File: config.mk
export PLATFORM = sky130hd
export DESIGN_NAME = axi_slice_dc_isolate_ctrl
export DESIGN_NICKNAME = d
export VERILOG_FILES = /design/src/rtl/axi_slice_dc_isolate_ctrl.sv
export SDC_FILE = /design/constraint.sdc
export NUM_CORES = 1
export LEC_CHECK = 0
export CORE_MARGIN = 4
export CORE_UTILIZATION = 30
export DETAILED_ROUTE_END_ITERATION = 10
export HOLD_SLACK_MARGIN = 0.15
export SETUP_SLACK_MARGIN = 0.5
export SYNTH_ARGS = -nofsm -noshare
export SYNTH_HDL_FRONTEND = slang
export SYNTH_SLANG_ARGS = --single-unit
File: constraint.sdc
create_clock -name clk_i -period 2.1 [get_ports clk_i]
set_input_delay 0.42 -clock clk_i [delete_from_list [all_inputs] [get_ports clk_i]]
set_output_delay 0.42 -clock clk_i [all_outputs]
set_load 0.02 [all_outputs]
File: src/rtl/axi_slice_dc_isolate_ctrl.sv
// axi_slice_dc_isolate_ctrl: gates AW/AR/W handshakes of a dual-clock AXI slice, counts outstanding wr/rd and drains on isolate_req_i before raising isolate_ack_o; R/B are monitored only, status on busy_o/err_o/*_outstanding_o
module axi_slice_dc_isolate_ctrl #(
  parameter int MAX_OUTSTANDING = 8,
  parameter int CNT_WIDTH = 4
) (
  input  logic                 clk_i,
  input  logic                 rst_i,
  input  logic                 isolate_req_i,
  output logic                 isolate_ack_o,
  output logic                 busy_o,
  output logic                 err_o,
  output logic [CNT_WIDTH-1:0] wr_outstanding_o,
  output logic [CNT_WIDTH-1:0] rd_outstanding_o,
  input  logic                 s_aw_valid_i,
  output logic                 s_aw_ready_o,
  output logic                 m_aw_valid_o,
  input  logic                 m_aw_ready_i,
  input  logic                 s_ar_valid_i,
  output logic                 s_ar_ready_o,
  output logic                 m_ar_valid_o,
  input  logic                 m_ar_ready_i,
  input  logic                 s_w_valid_i,
  input  logic                 s_w_last_i,
  output logic                 s_w_ready_o,
  output logic                 m_w_valid_o,
  input  logic                 m_w_ready_i,
  input  logic                 r_valid_i,
  input  logic                 r_ready_i,
  input  logic                 r_last_i,
  input  logic                 b_valid_i,
  input  logic                 b_ready_i
);
  typedef enum logic [1:0] {RUN, DRAIN, ISOLATED} state_t;
  localparam logic [CNT_WIDTH-1:0] MAX_C = CNT_WIDTH'(MAX_OUTSTANDING);
  state_t state_q, state_d;
  logic [CNT_WIDTH-1:0] wr_cnt_q, wr_cnt_d, rd_cnt_q, rd_cnt_d, w_owed_q, w_owed_d;
  logic err_q, err_d, ack_q, ack_d;
  logic allow_aw, allow_ar, allow_w, aw_hs, ar_hs, w_last_hs, b_hs, r_last_hs;
  function automatic logic [CNT_WIDTH-1:0] upd(input logic [CNT_WIDTH-1:0] cnt, input logic inc, input logic dec);
    return (inc && !dec) ? cnt + CNT_WIDTH'(1) :
           (dec && !inc) ? ((cnt == '0) ? '0 : cnt - CNT_WIDTH'(1)) : cnt;
  endfunction
  always_comb begin
    allow_aw = (state_q == RUN) && (wr_cnt_q < MAX_C) && (w_owed_q < MAX_C);
    allow_ar = (state_q == RUN) && (rd_cnt_q < MAX_C);
    allow_w = (w_owed_q != '0);
    m_aw_valid_o = s_aw_valid_i & allow_aw;
    s_aw_ready_o = m_aw_ready_i & allow_aw;
    m_ar_valid_o = s_ar_valid_i & allow_ar;
    s_ar_ready_o = m_ar_ready_i & allow_ar;
    m_w_valid_o = s_w_valid_i & allow_w;
    s_w_ready_o = m_w_ready_i & allow_w;
    aw_hs = s_aw_valid_i & m_aw_ready_i & allow_aw;
    ar_hs = s_ar_valid_i & m_ar_ready_i & allow_ar;
    w_last_hs = s_w_valid_i & m_w_ready_i & allow_w & s_w_last_i;
    b_hs = b_valid_i & b_ready_i;
    r_last_hs = r_valid_i & r_ready_i & r_last_i;
    wr_cnt_d = upd(wr_cnt_q, aw_hs, b_hs);
    rd_cnt_d = upd(rd_cnt_q, ar_hs, r_last_hs);
    w_owed_d = upd(w_owed_q, aw_hs, w_last_hs);
    err_d = err_q | (b_hs & (wr_cnt_q == '0)) | (r_last_hs & (rd_cnt_q == '0));
    state_d = state_q;
    case (state_q)
      RUN: state_d = isolate_req_i ? DRAIN : RUN;
      DRAIN: state_d = !isolate_req_i ? RUN :
                       (wr_cnt_q == '0 && rd_cnt_q == '0 && w_owed_q == '0) ? ISOLATED : DRAIN;
      ISOLATED: state_d = isolate_req_i ? ISOLATED : RUN;
      default: state_d = RUN;
    endcase
    ack_d = (state_d == ISOLATED);
    isolate_ack_o = ack_q;
    err_o = err_q;
    busy_o = (wr_cnt_q | rd_cnt_q | w_owed_q) != '0;
    wr_outstanding_o = wr_cnt_q;
    rd_outstanding_o = rd_cnt_q;
  end
  always_ff @(posedge clk_i) begin
    if (rst_i) begin
      state_q <= RUN;
      wr_cnt_q <= '0;
      rd_cnt_q <= '0;
      w_owed_q <= '0;
      err_q <= 1'b0;
      ack_q <= 1'b0;
    end else begin
      state_q <= state_d;
      wr_cnt_q <= wr_cnt_d;
      rd_cnt_q <= rd_cnt_d;
      w_owed_q <= w_owed_d;
      err_q <= err_d;
      ack_q <= ack_d;
    end
  end
endmodule

Yosys cells after proc, flatten, opt, wreduce, memory -nomap -nowiden
Cells that the tools add are included.

storage, ports and cells
  output and inout bits = 17
  flip-flop bits (word level) = 16

operators by class
  reductions and logical operators = 25
  multiplexer cells = 14
  add/sub/neg operators = 6
  equal/unequal tests = 3
  magnitude comparators = 3
  bitwise operators = 22

operators with widths
  kind                                                                   number
  4-bit two-way mux                                                      9
  1-bit bitwise AND                                                      18
  4-bit by 1-bit adder with 4-bit output, second input constant          3
  4-bit logical NOT                                                      3
  4-bit < comparator, second input constant                              3
  4-bit by 1-bit subtractor with 4-bit output, second input constant     3
  1-bit logical AND                                                      11
  4-bit bitwise OR                                                       2
  4-bit nonzero test                                                     2
  2-bit two-way mux                                                      3
  2-bit one-hot mux with 3 select lines                                  1
  2-bit nonzero test                                                     3
  1-bit logical NOT                                                      5
  2-bit equality test, second input constant                             2
  2-bit by 1-bit equality test with 1-bit output, second input constant  1
  2-bit logical NOT                                                      1
  1-bit bitwise OR                                                       2
  1-bit two-way mux                                                      1

Logic depth before layout (Yosys ltp)
  word-level depth = 8
  gate-level depth with buffers = 10

Worst setup path before layout
Ideal clock, no wire load.

  kind = reg2reg
  from = reg w_owed_q[0]
  to = reg w_owed_q[3]
  setup slack = -0.174 ns
  stages on the path, launching flop included = 11
  clock period less this slack = 2.274 ns
  data arrival time = 2.200 ns
  data required time = 2.026 ns
  cell sequence = dfxtp_1 > inv_1 > ha_1 > or3b_4 > and2_2 > nand3_1 > ha_1 > buf_1 > nor4b_1 > a31oi_1 > a31oi_1

between the ends
  word-level cells in the longest chain between the ends = 6

ends and longest elaborated chain
  element                                                                          RTL line  text
  start, declared                                                                  36        logic [CNT_WIDTH-1:0] wr_cnt_q, wr_cnt_d, rd_cnt_q, rd_cnt_d, w_owed_q, w_owed_d;
  start signal, assigned                                                           89        w_owed_q <= w_owed_d;
  4-bit < comparator / 4-bit nonzero test (equally long branches)                  44, 46
  1-bit logical AND / 1-bit bitwise AND (equally long branches)                    44, 55
  1-bit bitwise AND (on tied branches)                                             53, 55
  1-bit logical NOT (on tied branches)                                             41, 40
  1-bit logical AND (on tied branches)                                             41, 40
  2-bit nonzero test (no source line) / 4-bit two-way mux (equally long branches)  -

Several ways; a longest one is shown, not always the timed one. The select of a mux whose other input is x is not followed.
A chain may end at the register's enable or synchronous reset.

Final worst setup path
  from = reg w_owed_q[1]
  to = out s_w_ready_o

between the ends
  word-level cells in the longest chain between the ends = 2

ends and longest elaborated chain
  element             RTL line  text
  4-bit nonzero test  46        allow_w = (w_owed_q != '0);
  1-bit bitwise AND   52        s_w_ready_o = m_w_ready_i & allow_w;
  end, declared       24        output logic s_w_ready_o,

No other way between the ends.

==> results.toml <==
[outcome]
outcome = "completed"

[global_routing]
met3_usage = 0.0403
grt_start_max_net_pins = 10
grt.busiest_layer = "met2"
grt_pass1_wl_um = 6510
gr-total-overflow = 0
antenna_found_initial = 0
track_usage = 0.163
grtUsageMet1 = 0.191
grt_pass1_vias = 1418
use_met2 = 0.298

[worst_hold_path]
hold_depth = 2
holdCritPathClass = "register to register"

[setup_path]
r2r_start = "state_q[1]$_SDFF_PP0_"
cp.arrival_ns = 1.47
crit_end = "s_w_ready_o"
crit_start = "w_owed_q[1]$_SDFFE_PP0P_"
path_class = "register to output port"
r2r_setup_slack_ns = 0.23
cp.required_ns = 1.68
rr_worst_depth = 6
cp-start-kind = "register"
timing.rr.end = "wr_outstanding_o[3]$_SDFFE_PP0P_"
crit_path_end_kind = "output port"
critPathMaxFanout = 3

[cts]
clkLatencyLatePin_ns = 0.25
cts_buffer_depth = 2
clk_pin_slew_ns = 0.07
htree_levels = 1
cts.sinks = 16
cts_tree = "yes"
numCtsBuffers = 3
cts-root-buf = "clkbuf_8"

[die]
die_area_sq_mm = 0.00493
die_w_um = 70.2
core_region_area_sq_mm = 0.00369
io_pins = 32
start_util = 0.315
rows = 22
die_h_um = 70.2

[synthesis]
muxShareOfSynthArea = 0.00970
synth_compound_area_frac = 0.186
yosysWarnings = 0
synth_area_leader_cell = "dfxtp_1"
synth_top_family_by_area = "simple AND/OR/NAND/NOR gates"
synth_xor_area_frac = 0
ys_seq_area_frac = 0.276
synth_simple_gate_area_frac = 0.350
synth_area_sq_mm = 0.00116
synth_top_area_frac = 0.276
synth_cell_types = 34
synth_seq_cells = 16
ys_top_cells_by_area = "dfxtp_1 28%, ha_1 13%, o21ai_0 5.6%"
synthAdderAreaFrac = 0.129
syn-num-nets = 179
syn_inst = 152
avgSynthCellArea_sq_um = 7.64

[routing]
vias = 1413
drc = 0
wl_per_cell_um = 14.7
routed_wl_um = 4050
drtAntennaViolNets = 0
viasPerCell = 5.14
drt-initial-drc-count = 81
drt_first_pass_iters = 4

[placement]
io_buffers = 31
post-dp-hpwl_um = 2700
gp_congestion = 0.865
place_area_sq_mm = 0.00176

[layout]
layout_common_cells = "34 x buf_4, 18 x buf_6, 13 x clkdlybuf4s50_1"
fill_cells = 329
drive_gt1_frac = 0.511
fin_area_sq_mm = 0.00221
layout.cells.most_common = "buf_4"
antenna_cells = 0
nets = 255
syn2layout_area_growth_pct = 90.6

[timing]
hold_viol_final = 0
finalSetupTns_ns = 0
grt_setup_unrepaired = "yes"
fin_worst_skew_ns = 0.00178
min_period_ns = 1.89
maxSlewViolCount = 0
worstMarginPinSlew_ns = 0.374
max_freq_mhz = 530
slew_headroom = 0.750
setup_viol = 0
min_period_over_period = 0.899

[job]
maxCapViolCount = 0

[pwr]
leakagePower_nw = 0.922
irDropWorstVdd_uv = 350
power_density_mw_per_mm2 = 727
where the power goes:
| group | total, mW | internal, mW | switching, mW |
|---|---|---|---|
| Clock | 0.283 | 0.166 | 0.117 |
| Combinational | 0.960 | 0.517 | 0.443 |
| Sequential | 0.365 | 0.338 | 0.0272 |
| Total | 1.61 | 1.02 | 0.587 |
sequential cells by signal, summed over array words and instances, names as in the netlist:
register,cells
state_q,2
isolate_ack_o,1
rd_outstanding_o,4
wr_outstanding_o,4
err_o,1
w_owed_q,4
cells by family (layout without fill, tap and decap cells):
family,count (synthesis),count (layout)
AOI/OAI and AO/OA,38,38
and+or+nand+nor,72,72
DFF,16,16
muxes,1,1
adders and majority gates,12,12
buffers and inverters,13,88
critical path, stage by stage (launching register included):
cell     delay (ns)
dfxtp_2        0.33
inv_2          0.07
ha_4           0.13
or3b_4         0.39
and2_4         0.18
buf_6          0.12
through the flow:
stage                      util  total power [mW]  std cells  worst slack [ns]  hold slack, ns
after floorplan               -             0.779        152             0.182           0.441
after global placement    0.478              1.03        248            0.0322           0.453
after detailed placement  0.478              1.05        248            0.0246           0.458
after CTS                 0.566              1.51        270             0.223           0.472
after global routing      0.600              1.71        275             0.123           0.490
final                     0.600              1.61        275             0.212           0.463
what timing repair did:
action	4_1_cts	5_1_grt
hold buffers	0	0
endpoints found under the setup margin	32	22
buffers inserted	18	5
gates resized for setup	88	32
pin swaps	20	19
cell usage after synthesis:
library cell and count:
a21o_1 2, o211ai_1 1, nor2_1 15, and2_1 6, buf_1 1, o22ai_1 1
or3b_4 2, nor4_1 1, mux2_2 1, a221oi_1 1, nor3b_1 1, nor4b_1 3
and2_2 2, ha_1 12, inv_1 8, or3b_2 1, nand2b_1 6, and3_1 2
nand3b_1 1, nor2b_1 4, nand2_1 10, buf_6 1, nor3_2 1, a21oi_1 10
clkbuf_1 3, and2b_2 1, or3_1 2, a211oi_1 1, a31oi_1 9, nor3_1 3
o21ai_0 13, nand3_1 9, or4_1 2, dfxtp_1 16
cell type report:
class	instances	area [sq um]	share of cell area
clock buffers	4	55.1	0.0249
inverters	8	40.0	0.0181
multi-input cells	123	1030	0.467
flip-flops and latches	16	339	0.153
well taps	48	60.1	0.0271
repair buffers	76	684	0.309
routing by layer:
layer | up-vias | wire, um
li1 | 693 | -
met1 | 684 | 1730
met2 | 30 | 2130
met3 | 6 | 160
met4 | 0 | 40
met5 | - | 0
worst min-delay path by stage:
| stage | start | endpoint | slack (ns) |
|---|---|---|---|
| after global placement | state_q[1]$_SDFF_PP0_ | state_q[0]$_SDFF_PP0_ | 0.45 |
| after floorplan | state_q[1]$_SDFF_PP0_ | state_q[0]$_SDFF_PP0_ | 0.44 |
| after detailed placement | state_q[1]$_SDFF_PP0_ | state_q[0]$_SDFF_PP0_ | 0.46 |
| final | err_o$_SDFF_PP0_ | err_o$_SDFF_PP0_ | 0.46 |
| after CTS | err_o$_SDFF_PP0_ | err_o$_SDFF_PP0_ | 0.47 |
| after global routing | err_o$_SDFF_PP0_ | err_o$_SDFF_PP0_ | 0.49 |
Power figures use the tool's default switching activity.
